### src/rtl/mem_ctrl.sv
// mem_ctrl: serializes LSB loads/stores and instruction fetches into
// single-byte RAM/IO cycles, one access at a time.
module mem_ctrl (
    input  logic        clk_in,
    input  logic        rst_in,
    input  logic        rdy_in,
    input  logic        rob_clear_up,
    input  logic [7:0]  mem_din,
    output logic [7:0]  mem_dout,
    output logic [31:0] mem_a,
    output logic        mem_wr,
    input  logic        io_buffer_full,
    input  logic        lsb_visit_mem,
    input  logic        work_type,
    input  logic [2:0]  word_size,
    input  logic [31:0] addr,
    input  logic [31:0] data_in,
    output logic        cache_ready,
    output logic        is_load,
    output logic [31:0] data_out,
    input  logic        if_req,
    input  logic [31:0] if_addr,
    output logic        if_ready,
    output logic [31:0] if_inst
);
    typedef enum logic [2:0] {IDLE, READ, WRITE, IOWAIT, DONE} state_t;

    state_t      state_q, state_d;
    logic [1:0]  k_q, k_d, last_q, last_d, size_q, size_d;
    logic        src_lsb_q, src_lsb_d, load_q, load_d, zext_q, zext_d;
    logic [31:0] base_q, base_d, wdata_q, wdata_d, asm_q, asm_d;
    logic [31:0] mem_a_q, mem_a_d;
    logic [7:0]  mem_dout_q, mem_dout_d;
    logic        mem_wr_q, mem_wr_d;
    logic        cache_ready_q, cache_ready_d, is_load_q, is_load_d;
    logic [31:0] data_out_q, data_out_d;
    logic        if_ready_q, if_ready_d;
    logic [31:0] if_inst_q, if_inst_d;

    logic [1:0]  k_inc;
    logic [31:0] next_a, asm_next, ext_val;

    always_comb begin
        state_d       = state_q;
        k_d           = k_q;
        last_d        = last_q;
        size_d        = size_q;
        src_lsb_d     = src_lsb_q;
        load_d        = load_q;
        zext_d        = zext_q;
        base_d        = base_q;
        wdata_d       = wdata_q;
        asm_d         = asm_q;
        mem_a_d       = mem_a_q;
        mem_dout_d    = mem_dout_q;
        mem_wr_d      = mem_wr_q;
        data_out_d    = data_out_q;
        if_inst_d     = if_inst_q;
        cache_ready_d = 1'b0;
        if_ready_d    = 1'b0;
        is_load_d     = 1'b0;

        k_inc    = k_q + 2'd1;
        next_a   = base_q + {30'b0, k_inc};
        asm_next = asm_q;
        asm_next[{k_q, 3'b000} +: 8] = mem_din;

        case (size_q)
            2'd0:    ext_val = zext_q ? {24'b0, asm_next[7:0]}
                                      : {{24{asm_next[7]}}, asm_next[7:0]};
            2'd1:    ext_val = zext_q ? {16'b0, asm_next[15:0]}
                                      : {{16{asm_next[15]}}, asm_next[15:0]};
            default: ext_val = asm_next;
        endcase

        case (state_q)
            IDLE: begin
                if (!rob_clear_up && lsb_visit_mem) begin
                    src_lsb_d = 1'b1;
                    load_d    = work_type;
                    zext_d    = word_size[2];
                    size_d    = word_size[1:0];
                    last_d    = (word_size[1:0] == 2'd0) ? 2'd0 :
                                (word_size[1:0] == 2'd1) ? 2'd1 : 2'd3;
                    base_d    = addr;
                    wdata_d   = data_in;
                    asm_d     = 32'b0;
                    k_d       = 2'd0;
                    mem_a_d   = addr;
                    if (work_type) begin
                        state_d  = READ;
                        mem_wr_d = 1'b0;
                    end else if (addr[17:16] == 2'b11 && io_buffer_full) begin
                        state_d  = IOWAIT;
                        mem_wr_d = 1'b0;
                    end else begin
                        state_d    = WRITE;
                        mem_dout_d = data_in[7:0];
                        mem_wr_d   = 1'b1;
                    end
                end else if (!rob_clear_up && if_req) begin
                    src_lsb_d = 1'b0;
                    load_d    = 1'b1;
                    zext_d    = 1'b1;
                    size_d    = 2'd2;
                    last_d    = 2'd3;
                    base_d    = if_addr;
                    asm_d     = 32'b0;
                    k_d       = 2'd0;
                    mem_a_d   = if_addr;
                    mem_wr_d  = 1'b0;
                    state_d   = READ;
                end
            end
            READ: begin
                mem_wr_d = 1'b0;
                if (rob_clear_up) begin
                    state_d = IDLE;
                end else begin
                    asm_d = asm_next;
                    if (k_q == last_q) begin
                        state_d = DONE;
                        if (src_lsb_q) begin
                            cache_ready_d = 1'b1;
                            is_load_d     = load_q;
                            data_out_d    = ext_val;
                        end else begin
                            if_ready_d = 1'b1;
                            if_inst_d  = asm_next;
                        end
                    end else begin
                        k_d     = k_inc;
                        mem_a_d = next_a;
                    end
                end
            end
            WRITE: begin
                // Committed stores always finish, so flush is not looked at here.
                if (k_q == last_q) begin
                    mem_wr_d      = 1'b0;
                    state_d       = DONE;
                    cache_ready_d = 1'b1;
                    is_load_d     = load_q;
                end else begin
                    k_d        = k_inc;
                    mem_a_d    = next_a;
                    mem_dout_d = wdata_q[{k_inc, 3'b000} +: 8];
                    mem_wr_d   = 1'b1;
                end
            end
            IOWAIT: begin
                mem_wr_d = 1'b0;
                if (!io_buffer_full) begin
                    state_d    = WRITE;
                    k_d        = 2'd0;
                    mem_a_d    = base_q;
                    mem_dout_d = wdata_q[7:0];
                    mem_wr_d   = 1'b1;
                end
            end
            DONE:    state_d = IDLE;
            default: state_d = IDLE;
        endcase
    end

    always_ff @(posedge clk_in or posedge rst_in) begin
        if (rst_in) begin
            state_q       <= IDLE;
            k_q           <= 2'd0;
            last_q        <= 2'd0;
            size_q        <= 2'd0;
            src_lsb_q     <= 1'b0;
            load_q        <= 1'b0;
            zext_q        <= 1'b0;
            base_q        <= 32'b0;
            wdata_q       <= 32'b0;
            asm_q         <= 32'b0;
            mem_a_q       <= 32'b0;
            mem_dout_q    <= 8'b0;
            mem_wr_q      <= 1'b0;
            cache_ready_q <= 1'b0;
            is_load_q     <= 1'b0;
            data_out_q    <= 32'b0;
            if_ready_q    <= 1'b0;
            if_inst_q     <= 32'b0;
        end else if (rdy_in) begin
            state_q       <= state_d;
            k_q           <= k_d;
            last_q        <= last_d;
            size_q        <= size_d;
            src_lsb_q     <= src_lsb_d;
            load_q        <= load_d;
            zext_q        <= zext_d;
            base_q        <= base_d;
            wdata_q       <= wdata_d;
            asm_q         <= asm_d;
            mem_a_q       <= mem_a_d;
            mem_dout_q    <= mem_dout_d;
            mem_wr_q      <= mem_wr_d;
            cache_ready_q <= cache_ready_d;
            is_load_q     <= is_load_d;
            data_out_q    <= data_out_d;
            if_ready_q    <= if_ready_d;
            if_inst_q     <= if_inst_d;
        end
    end

    assign mem_a       = mem_a_q;
    assign mem_dout    = mem_dout_q;
    assign mem_wr      = mem_wr_q;
    assign cache_ready = cache_ready_q;
    assign is_load     = is_load_q;
    assign data_out    = data_out_q;
    assign if_ready    = if_ready_q;
    assign if_inst     = if_inst_q;
endmodule

### config.mk
export PLATFORM = sky130hd
export DESIGN_NAME = mem_ctrl
export DESIGN_NICKNAME = d
export VERILOG_FILES = /design/src/rtl/mem_ctrl.sv
export SDC_FILE = /design/constraint.sdc
export NUM_CORES = 1
export LEC_CHECK = 0
export ABC_AREA = 1
export BUFFER_PORTS_ARGS = -buffer_cell sky130_fd_sc_hd__buf_2
export CAP_MARGIN = 20
export CORE_MARGIN = 10
export CORE_UTILIZATION = 40
export DETAILED_ROUTE_END_ITERATION = 16
export GPL_TIMING_DRIVEN = 0
export PLACE_DENSITY = 0.57
export RECOVER_POWER = 100
export SYNTH_ARGS = -nofsm -noshare
export SYNTH_HDL_FRONTEND = slang
export SYNTH_SLANG_ARGS = --single-unit
### constraint.sdc
create_clock -name clk_in -period 11.15 [get_ports clk_in]
set_input_delay 1.115 -clock clk_in [delete_from_list [all_inputs] [get_ports clk_in]]
set_output_delay 1.115 -clock clk_in [all_outputs]
set_load 0.05 [all_outputs]
==> impl_metrics.ini, run 1 <==
[placed_design]
dpl.cell_count = 2218
place_area_sq_mm = 0.01316
port_buffers = 222
gp_congestion = 0.9347
dp_hpwl_mm = 29.77

[global_routing]
grt_max_degree = 128
antenna_found_initial = 3
grt_pass1_wl_mm = 62.36
overflow = 0
grt_use_total_pct = 21.28
grt_pass1_vias = 11324

[floorplanning]
core_area_sq_mm = 0.02855
fp.dieArea_sq_mm = 0.03603
die_y_um = 189.8
io_pins = 223
initial_core_util_pct = 40.40
die_x_um = 189.8
rows = 62

[clock_tree]
clk_pin_slew_ns = 0.05
cts_tree = yes
hold_buffers = 0
cts_setup_buffers = 0
htreeDepth = 1
root_buffer = clkbuf_16
numCtsBuffers = 25
clock-sinks = 216
clock_path_buffers = 3
cts-resized-gates = 0
clk_latency_ns = 0.54

[power]
finalPower_mw = 3.916
p_comb_share_pct = 46.9
peakVddDrop_uv = 173.8
switching_share_pct = 49.00
p_int_mw = 1.997
p_per_area_mw_per_mm2 = 283.6
seqPwrFrac_pct = 32.4
p_switching_mw = 1.919
p_clk_share_pct = 20.7
power.leakage_nw = 6.873

[outcome]
violations = max-capacitance violations, max-slew violations
status = complete, but fails checks

[timing]
tightestPinTransition_ns = 4.322
finalHoldViolations = 0
min_period_ns = 3.867
finClkSkew_ns = 0.02266
slew_violations = 90
timing.fmax_ghz = 0.2586
fin_crit_sh_pct = 34.69
slew-limit-headroom_pct = -189.7
finalSetupViolations = 0
rsz0062_at_grt = no
fin_setup_tns_ns = 0

[logic_synthesis]
synthMuxAreaShare_pct = 0.2821
synth-compound-area-share_pct = 11.14
yosys.area_share.xor_xnor_pct = 0.07594
yosysSeqAreaShare_pct = 46.86
synth_fa_ha_area_share_pct = 0.8245
ys_warn_count = 0
synth_top_family_by_area = simple AND/OR/NAND/NOR gates
syn-cell-area_sq_mm = 0.01153
ys_ff_latch = 216
synthSimpleGateAreaFrac_pct = 31.45
syn-num-nets = 1733
yosys.cell_types.count = 39
synth_area_per_cell_sq_um = 7.159
synth_top_area_cell = dfrtp_1
synthTopCellsByArea = dfrtp_1 (47%), nand2_1 (19%), nand3_1 (6.5%), o21ai_0 (5.8%), inv_1 (5.5%)
synth.top_cell.area_share_pct = 46.86
syn_inst = 1611

[run]
cap_viol_max_count = 1

[routing]
drt_iter0_drc = 899
first_pass_iters = 6
via_count = 11382
ant_nets = 0
routedWlPerCell_um = 17.31
wl_mm = 39.20
via_per_inst = 5.025
drc = 0

[worst_setup_path]
critical_path_peak_fanout = 90
cp_slowest_cell = clkinvlp_2
crit_family = buffers and inverters
cpPeakStageDelay_ns = 2.37
cp.arrival_ns = 3.72
crit_chain = buf_2 -> clkinvlp_2
path_class = input port to async pin
endpoint_kind = async pin
required_ns = 11.00
startpoint_type = input port
crit_buf_inv = 2

[layout]
syn_to_final_growth_pct = 19.72
fillers = 3043
finalCoreUtilization_pct = 48.37
drive_gt1_share_pct = 11.06
fin_cells = 2265
nets = 1983
fin_area_sq_mm = 0.01381

[hold_path]
hp-class = flop to flop
[power groups by stage]
stage          sequential (mW)  clock (mW)  combinational [mW]
2_1_floorplan             1.68           0               0.918
6_report                  1.27       0.811                1.84
4_1_cts                   1.26       0.830                1.89
3_5_place_dp              1.27           0                1.89
5_1_grt                   1.30       0.856                2.03
3_3_place_gp              1.27           0                1.87
[final cells by class]
cell class                      count  area [sq um]  share of cell area [%]
Tap cell                          384         480.5                   3.480
Inverter                          180         679.4                   4.920
Antenna cell                        1         2.502                 0.01812
Multi-Input combinational cell   1141          5027                   36.41
Clock buffer                       42         789.5                   5.718
Sequential cell                   216          5405                   39.14
Clock inverter                      4         26.28                  0.1903
Timing Repair Buffer              223          1001                   7.249
Buffer                             74         396.6                   2.872
[cell usage in the layout, fill, tap and decap left out, types with 2 or more instances in the layout]
cell / n
buf_1: 2
clkbuf_8: 10
nand3_2: 3
o22ai_1: 33
clkbuf_16: 25
buf_6: 9
ha_1: 6
nor2_1: 121
nand3_1: 149
o21ai_0: 160
inv_2: 4
mux2_2: 2
clkinv_2: 2
nor3_1: 19
dfrtp_1: 216
buf_2: 131
o211ai_1: 3
a21oi_1: 33
o21ai_1: 3
buf_4: 7
a22oi_1: 4
clkbuf_1: 153
nand2_1: 591
inv_1: 173
[flip-flops by register name, summed over array words and instances, names as in the netlist, 2 cells and up]
register	flops
asm_q	32
size_q	2
base_q	32
k_q	2
mem_dout	8
if_inst	32
state_q	3
data_out	32
mem_a	32
last_q	2
wdata_q	32
[cells by family (layout without fill, tap and decap cells)]
kind of cell / count (synthesis) / after routing
AO/OA/AOI/OAI: 240 / 240
adder cells (fa/ha/maj): 7 / 7
other: 0 / 1
XOR/XNOR: 1 / 1
multiplexers: 3 / 3
AND/OR/NAND/NOR: 890 / 890
flip-flops: 216 / 216
buffers and inverters: 254 / 523
[synthesized netlist by cell type (all sizes together)]
master and count:
a21oi 34, a22oi 4, a31oi 1, buf 43, clkbuf 31, clkinv 1, dfrtp 216, fa 1
ha 6, inv 179, mux2 2, mux2i 1, nand2 593, nand3 153, nor2 123, nor3 20
o211ai 3, o21ai 164, o22ai 33, o31ai 1, or2 1, xor2 1
[per-layer routing]
| layer | part of all wire [%] | wire, um | vias to the layer above | track usage (%) |
|---|---|---|---|---|
| li1 | - | - | 5606 | - |
| met1 | 47 | 18440 | 5352 | 29.94 |
| met2 | 44 | 17140 | 367 | 32.62 |
| met3 | 6.9 | 2717 | 53 | 4.540 |
| met4 | 2.2 | 878 | 4 | 5.342 |
| met5 | 0.064 | 25 | - | 0 |
[final timing paths]
kind / from / endpoint / slack (ns) / cells after the start
setup reg to reg: k_q[0] / data_out[26] / 7.32 / 12
hold reg to reg: wdata_q[28] / wdata_q[28] / 0.47 / 2
min in group asynchronous: rst_in / mem_a[4] / 1.86 / 2
max in group clk_in: k_q[0] / data_out[26] / 7.32 / 12
setup / recovery: rst_in / wdata_q[14] / 7.28 / 2
hold / removal: wdata_q[28] / wdata_q[28] / 0.47 / 2
[stage by stage]
| step | hold WS, ns | worst slack, ns |
|---|---|---|
| 2_1_floorplan | 0.4366 | 4.127 |
| 3_3_place_gp | 0.4560 | 1.244 |
| 3_5_place_dp | 0.4574 | 7.733 |
| 4_1_cts | 0.4716 | 7.721 |
| 5_1_grt | 0.4952 | 6.618 |
| 6_report | 0.4656 | 7.283 |
Power figures use the tool's default switching activity.
==> inputs of run 2 (changes only) <==
--- a/config.mk
+++ b/config.mk
@@ -12,7 +12,7 @@
 export CORE_UTILIZATION = 40
 export DETAILED_ROUTE_END_ITERATION = 16
 export GPL_TIMING_DRIVEN = 0
-export PLACE_DENSITY = 0.57
+export PLACE_DENSITY = 0.59
 export RECOVER_POWER = 100
 export SYNTH_ARGS = -nofsm -noshare
 export SYNTH_HDL_FRONTEND = slang
==> constraint.sdc (replaced) <==
create_clock -name clk_in -period 3.51 [get_ports clk_in]
set_input_delay 0.351 -clock clk_in [delete_from_list [all_inputs] [get_ports clk_in]]
set_output_delay 0.351 -clock clk_in [all_outputs]
set_load 0.05 [all_outputs]
==> impl_metrics.ini, run 2 (synthesis results as in run 1) <==
[hold_path]
hp-start = data_in[12]
min_to = wdata_q[12]
hp-class = input port to flop
hold_path_depth = 3

[global_routing]
grt_use_total_pct = 21.13
grt_max_degree = 42
grt_pass1_wl_mm = 61.92
grt_pass1_vias = 11416
antenna_found_initial = 1
overflow = 0

[clock_tree]
root_buffer = clkbuf_16
numCtsBuffers = 25
clock-sinks = 216
clk_latency_ns = 0.54
htreeDepth = 1
clk_pin_slew_ns = 0.06
cts_tree = yes
clock_path_buffers = 3
cts_setup_buffers = 0

[worst_setup_path]
regToRegSetupSlack_ns = 0.32
path_class = flop to flop
critical_path_peak_fanout = 12
cpPeakStageDelay_ns = 0.49
required_ns = 3.98
endpoint_kind = flop
crit_chain = inv_2 -> clkbuf_2 -> ha_1 -> inv_1 -> nor2_1 -> nand2_1 -> o22ai_1 -> nand2_1 -> buf_2 -> nand3_1 -> nand2_1 -> nand2_1
cp.arrival_ns = 3.66
reg2regPathDepth = 12
reg2reg_to = data_out[26]
cp_slowest_cell = ha_1
startpoint_type = flop
r2r_start = k_q[0]
critPathMostFrequentCell = nand2_1

[layout]
final_cell_mix = nand2_1 (591), dfrtp_1 (216), inv_1 (172)
fin_cells = 2275
drive_gt1_share_pct = 11.64
nets = 1993
layout_commonest_cell = nand2_1
syn_to_final_growth_pct = 21.43
finalCoreUtilization_pct = 49.06

[outcome]
violations = max-capacitance violations, max-slew violations
status = complete, but fails checks

[timing]
tightestPinTransition_ns = 1.597
finalHoldViolations = 0
slew-limit-headroom_pct = -6.459
rsz0062_at_grt = no
slew_violations = 31
fin_setup_tns_ns = 0
finalSetupViolations = 0
timing.fmax_ghz = 0.3134
fin_crit_sh_pct = 90.89
min_period_ns = 3.190
finClkSkew_ns = 0.01052

[routing]
wl_mm = 39.08
ant_nets = 0
drc = 0
drt_iter0_drc = 841
via_per_inst = 5.036
first_pass_iters = 7
routedWlPerCell_um = 17.18
via_count = 11456

[run]
cap_viol_max_count = 2

[power]
finalPower_mw = 12.74
peakVddDrop_uv = 523.1
power.leakage_nw = 6.977
p_per_area_mw_per_mm2 = 909.8

[placed_design]
gp_congestion = 0.9445
dpl.cell_count = 2222
port_buffers = 222
dp_hpwl_mm = 30.01

[floorplanning]
die_x_um = 189.8
fp.dieArea_sq_mm = 0.03603
rows = 62
initial_core_util_pct = 40.40
io_pins = 223
die_y_um = 189.8
core_area_sq_mm = 0.02855
## run 2: cell type report
class | count | area, sq um
repair buffers | 233 | 1100
clock inverters | 14 | 203.9
multi-input cells | 1141 | 5032
diodes | 1 | 2.502
plain buffers | 74 | 399.1
inverters | 180 | 679.4
well taps | 384 | 480.5
clock buffers | 32 | 701.9
fillers | 3041 | 14540
flip-flops and latches | 216 | 5405
## run 2: worst max-delay path: cells and delay by family (launching register included)
family	cells	cell delay, ns
flops	1	0.42
compound gates	1	0.38
buf+inv	4	0.90
simple gates	6	0.92
fa+ha+maj	1	0.49
## run 2: metal layers
metal	vias up	part of all wire [%]	global-route usage (%)
met5	-	0	0
met2	346	44	32.60
met4	0	2.1	5.922
li1	5634	-	-
met1	5429	47	29.52
met3	47	6.7	4.229
## run 2: where the power goes
part / internal (mW) / total, mW / switching (mW)
logic: 1.45 / 5.83 / 4.38
clock network: 1.78 / 2.88 / 1.10
registers: 3.38 / 4.04 / 0.661
## run 2: through the flow
stage                     worst slack, ns  hold WS (ns)  cell area (sq um)
after global placement             -1.242        0.4489              13130
after global routing              0.07505       0.01790              14000
final                              0.3197       0.01379              14000
after detailed placement           0.1902        0.4531              13230
after floorplan                    0.3469        0.4366              11540
after CTS                          0.1657      0.001973              14190
## run 2: repair_timing
| item | CTS | global route |
|---|---|---|
| endpoints found under the hold margin | 36 | 0 |
| resized for setup | 0 | 2 |
| hold buffers | 6 | 0 |
| setup endpoints to repair | 0 | 6 |
## run 2: worst max path at each step
stage / slack (ns) / from / end / cells after the start
final: 0.32 / k_q[0] / data_out[26] / 12
after global routing: 0.08 / k_q[0] / data_out[26] / 12
after CTS: 0.17 / k_q[0] / mem_a[14] / 13
after detailed placement: 0.19 / k_q[0] / mem_a[14] / 13
after global placement: -1.24 / rst_in / wdata_q[16] / 2
after floorplan: 0.35 / rst_in / asm_q[0] / 1
==> inputs of run 3 (changes only) <==
--- a/config.mk
+++ b/config.mk
@@ -10,9 +10,10 @@
 export CAP_MARGIN = 20
 export CORE_MARGIN = 10
 export CORE_UTILIZATION = 40
+export CTS_BUF_LIST = sky130_fd_sc_hd__clkbuf_2 sky130_fd_sc_hd__clkbuf_4 sky130_fd_sc_hd__clkbuf_8
 export DETAILED_ROUTE_END_ITERATION = 16
 export GPL_TIMING_DRIVEN = 0
-export PLACE_DENSITY = 0.59
+export PLACE_DENSITY_LB_ADDON = 0.08
 export RECOVER_POWER = 100
 export SYNTH_ARGS = -nofsm -noshare
 export SYNTH_HDL_FRONTEND = slang
==> impl_metrics.ini, run 3 (synthesis results as in run 1) <==
[global_routing]
grt_use_total_pct = 21.67
grt_max_degree = 40
overflow = 0
grt_pass1_wl_mm = 62.91
antenna_found_initial = 2
grt_pass1_vias = 11647

[timing]
hold_slack_ns = 0.01110
tightestPinTransition_ns = 1.550
min_period_ns = 3.183
rsz0062_at_grt = no
finalHoldViolations = 0
timing.fmax_ghz = 0.3142
finalSetupViolations = 0
slew-limit-headroom_pct = -3.890
fin_crit_sh_pct = 90.68
finClkSkew_ns = 0.01984
fin_setup_tns_ns = 0
slew_violations = 65

[layout]
syn_to_final_growth_pct = 21.61
nets = 2020
final_cell_mix = nand2_1 (593), dfrtp_1 (216), inv_1 (171)
fin_area_sq_mm = 0.01403
layout_commonest_cell = nand2_1
fillers = 3087
drive_gt1_share_pct = 12.11
finalCoreUtilization_pct = 49.13

[floorplanning]
io_pins = 223
rows = 62
die_y_um = 189.8
core_area_sq_mm = 0.02855
fp.dieArea_sq_mm = 0.03603
die_x_um = 189.8
initial_core_util_pct = 40.40

[hold_path]
hp-class = input port to flop

[run]
cap_viol_max_count = 2

[clock_tree]
cts-resized-gates = 0
clock_path_buffers = 3
htreeDepth = 2
clk_pin_slew_ns = 0.06
root_buffer = clkbuf_8
clk_latency_ns = 0.56
numCtsBuffers = 40
clock-sinks = 216
cts_tree = yes

[routing]
ant_nets = 0
drc = 0
via_count = 11433
via_per_inst = 4.947
first_pass_iters = 5
drt_iter0_drc = 761
routedWlPerCell_um = 17.21
wl_mm = 39.77

[placed_design]
dp_hpwl_mm = 30.39
port_buffers = 222
gp_congestion = 0.9523
place_area_sq_mm = 0.01325

[power]
p_per_area_mw_per_mm2 = 883.4
peakVddDrop_uv = 521.9
power.leakage_nw = 7.011
finalPower_mw = 12.39

[outcome]
violations = max-capacitance violations, max-slew violations
status = complete, but fails checks

[worst_setup_path]
endpoint_kind = flop
critical_path_peak_fanout = 10
path_class = flop to flop
startpoint_type = flop
cp.arrival_ns = 3.61
required_ns = 3.93
run 3: metrics by stage:
stage               cells  setup slack (ns)
detailed placement   2223          -0.08672
floorplan            1611            0.3469
global route         2308            0.1158
finish               2311            0.3273
global placement     2217            -1.238
CTS                  2308            0.4637
run 3: cell type report:
type | count | area [sq um] | share of cell area [%]
clock inverter | 4 | 36.28 | 0.2587
multi-input combinational | 1141 | 4981 | 35.51
buffer | 73 | 364.1 | 2.596
inverter | 180 | 678.2 | 4.835
antenna | 3 | 7.507 | 0.05352
timing repair buffer | 246 | 1261 | 8.992
clock buffer | 64 | 812.0 | 5.789
sequential | 216 | 5405 | 38.54
tap | 384 | 480.5 | 3.426
run 3: metal layers:
layer | track usage, % | vias up | routed length [um]
met5 | 0 | - | 0
met4 | 6.074 | 0 | 972
met2 | 34.19 | 343 | 17460
li1 | - | 5684 | -
met1 | 28.92 | 5348 | 18630
met3 | 5.456 | 58 | 2701
run 3: report_power, final:
group          total (mW)  leakage [nW]  internal, mW  switching [mW]
registers            4.02          2.80          3.38           0.644
logic                5.79          3.77          1.42            4.37
clock network        2.58         0.443          1.46            1.11
run 3: critical path, stage by stage, from the launching register on:
cell        delay (ns)
dfrtp_1           0.38
inv_1             0.15
nand3_1           0.47
clkinvlp_2        0.51
nand2_1           0.22
a21oi_1           0.73
clkbuf_1          0.41
o21ai_0           0.16
run 3: worst paths after layout:
path,start,to,slack [ns],cells after the start
worst min-delay path,data_in[16],wdata_q[16],0.01,3
worst min register to register,wdata_q[26],wdata_q[26],0.47,2
worst max register to register,state_q[2],asm_q[14],0.33,7
max in group asynchronous,rst_in,last_q[0],0.63,4
worst max-delay path,state_q[2],asm_q[14],0.33,7
min in group asynchronous,rst_in,base_q[3],0.71,3
run 3: what timing repair did:
action                                 CTS  global route
buffers inserted                         0             0
hold buffers                            18             0
endpoints found under the hold margin   49             0
setup endpoints to repair                2             0
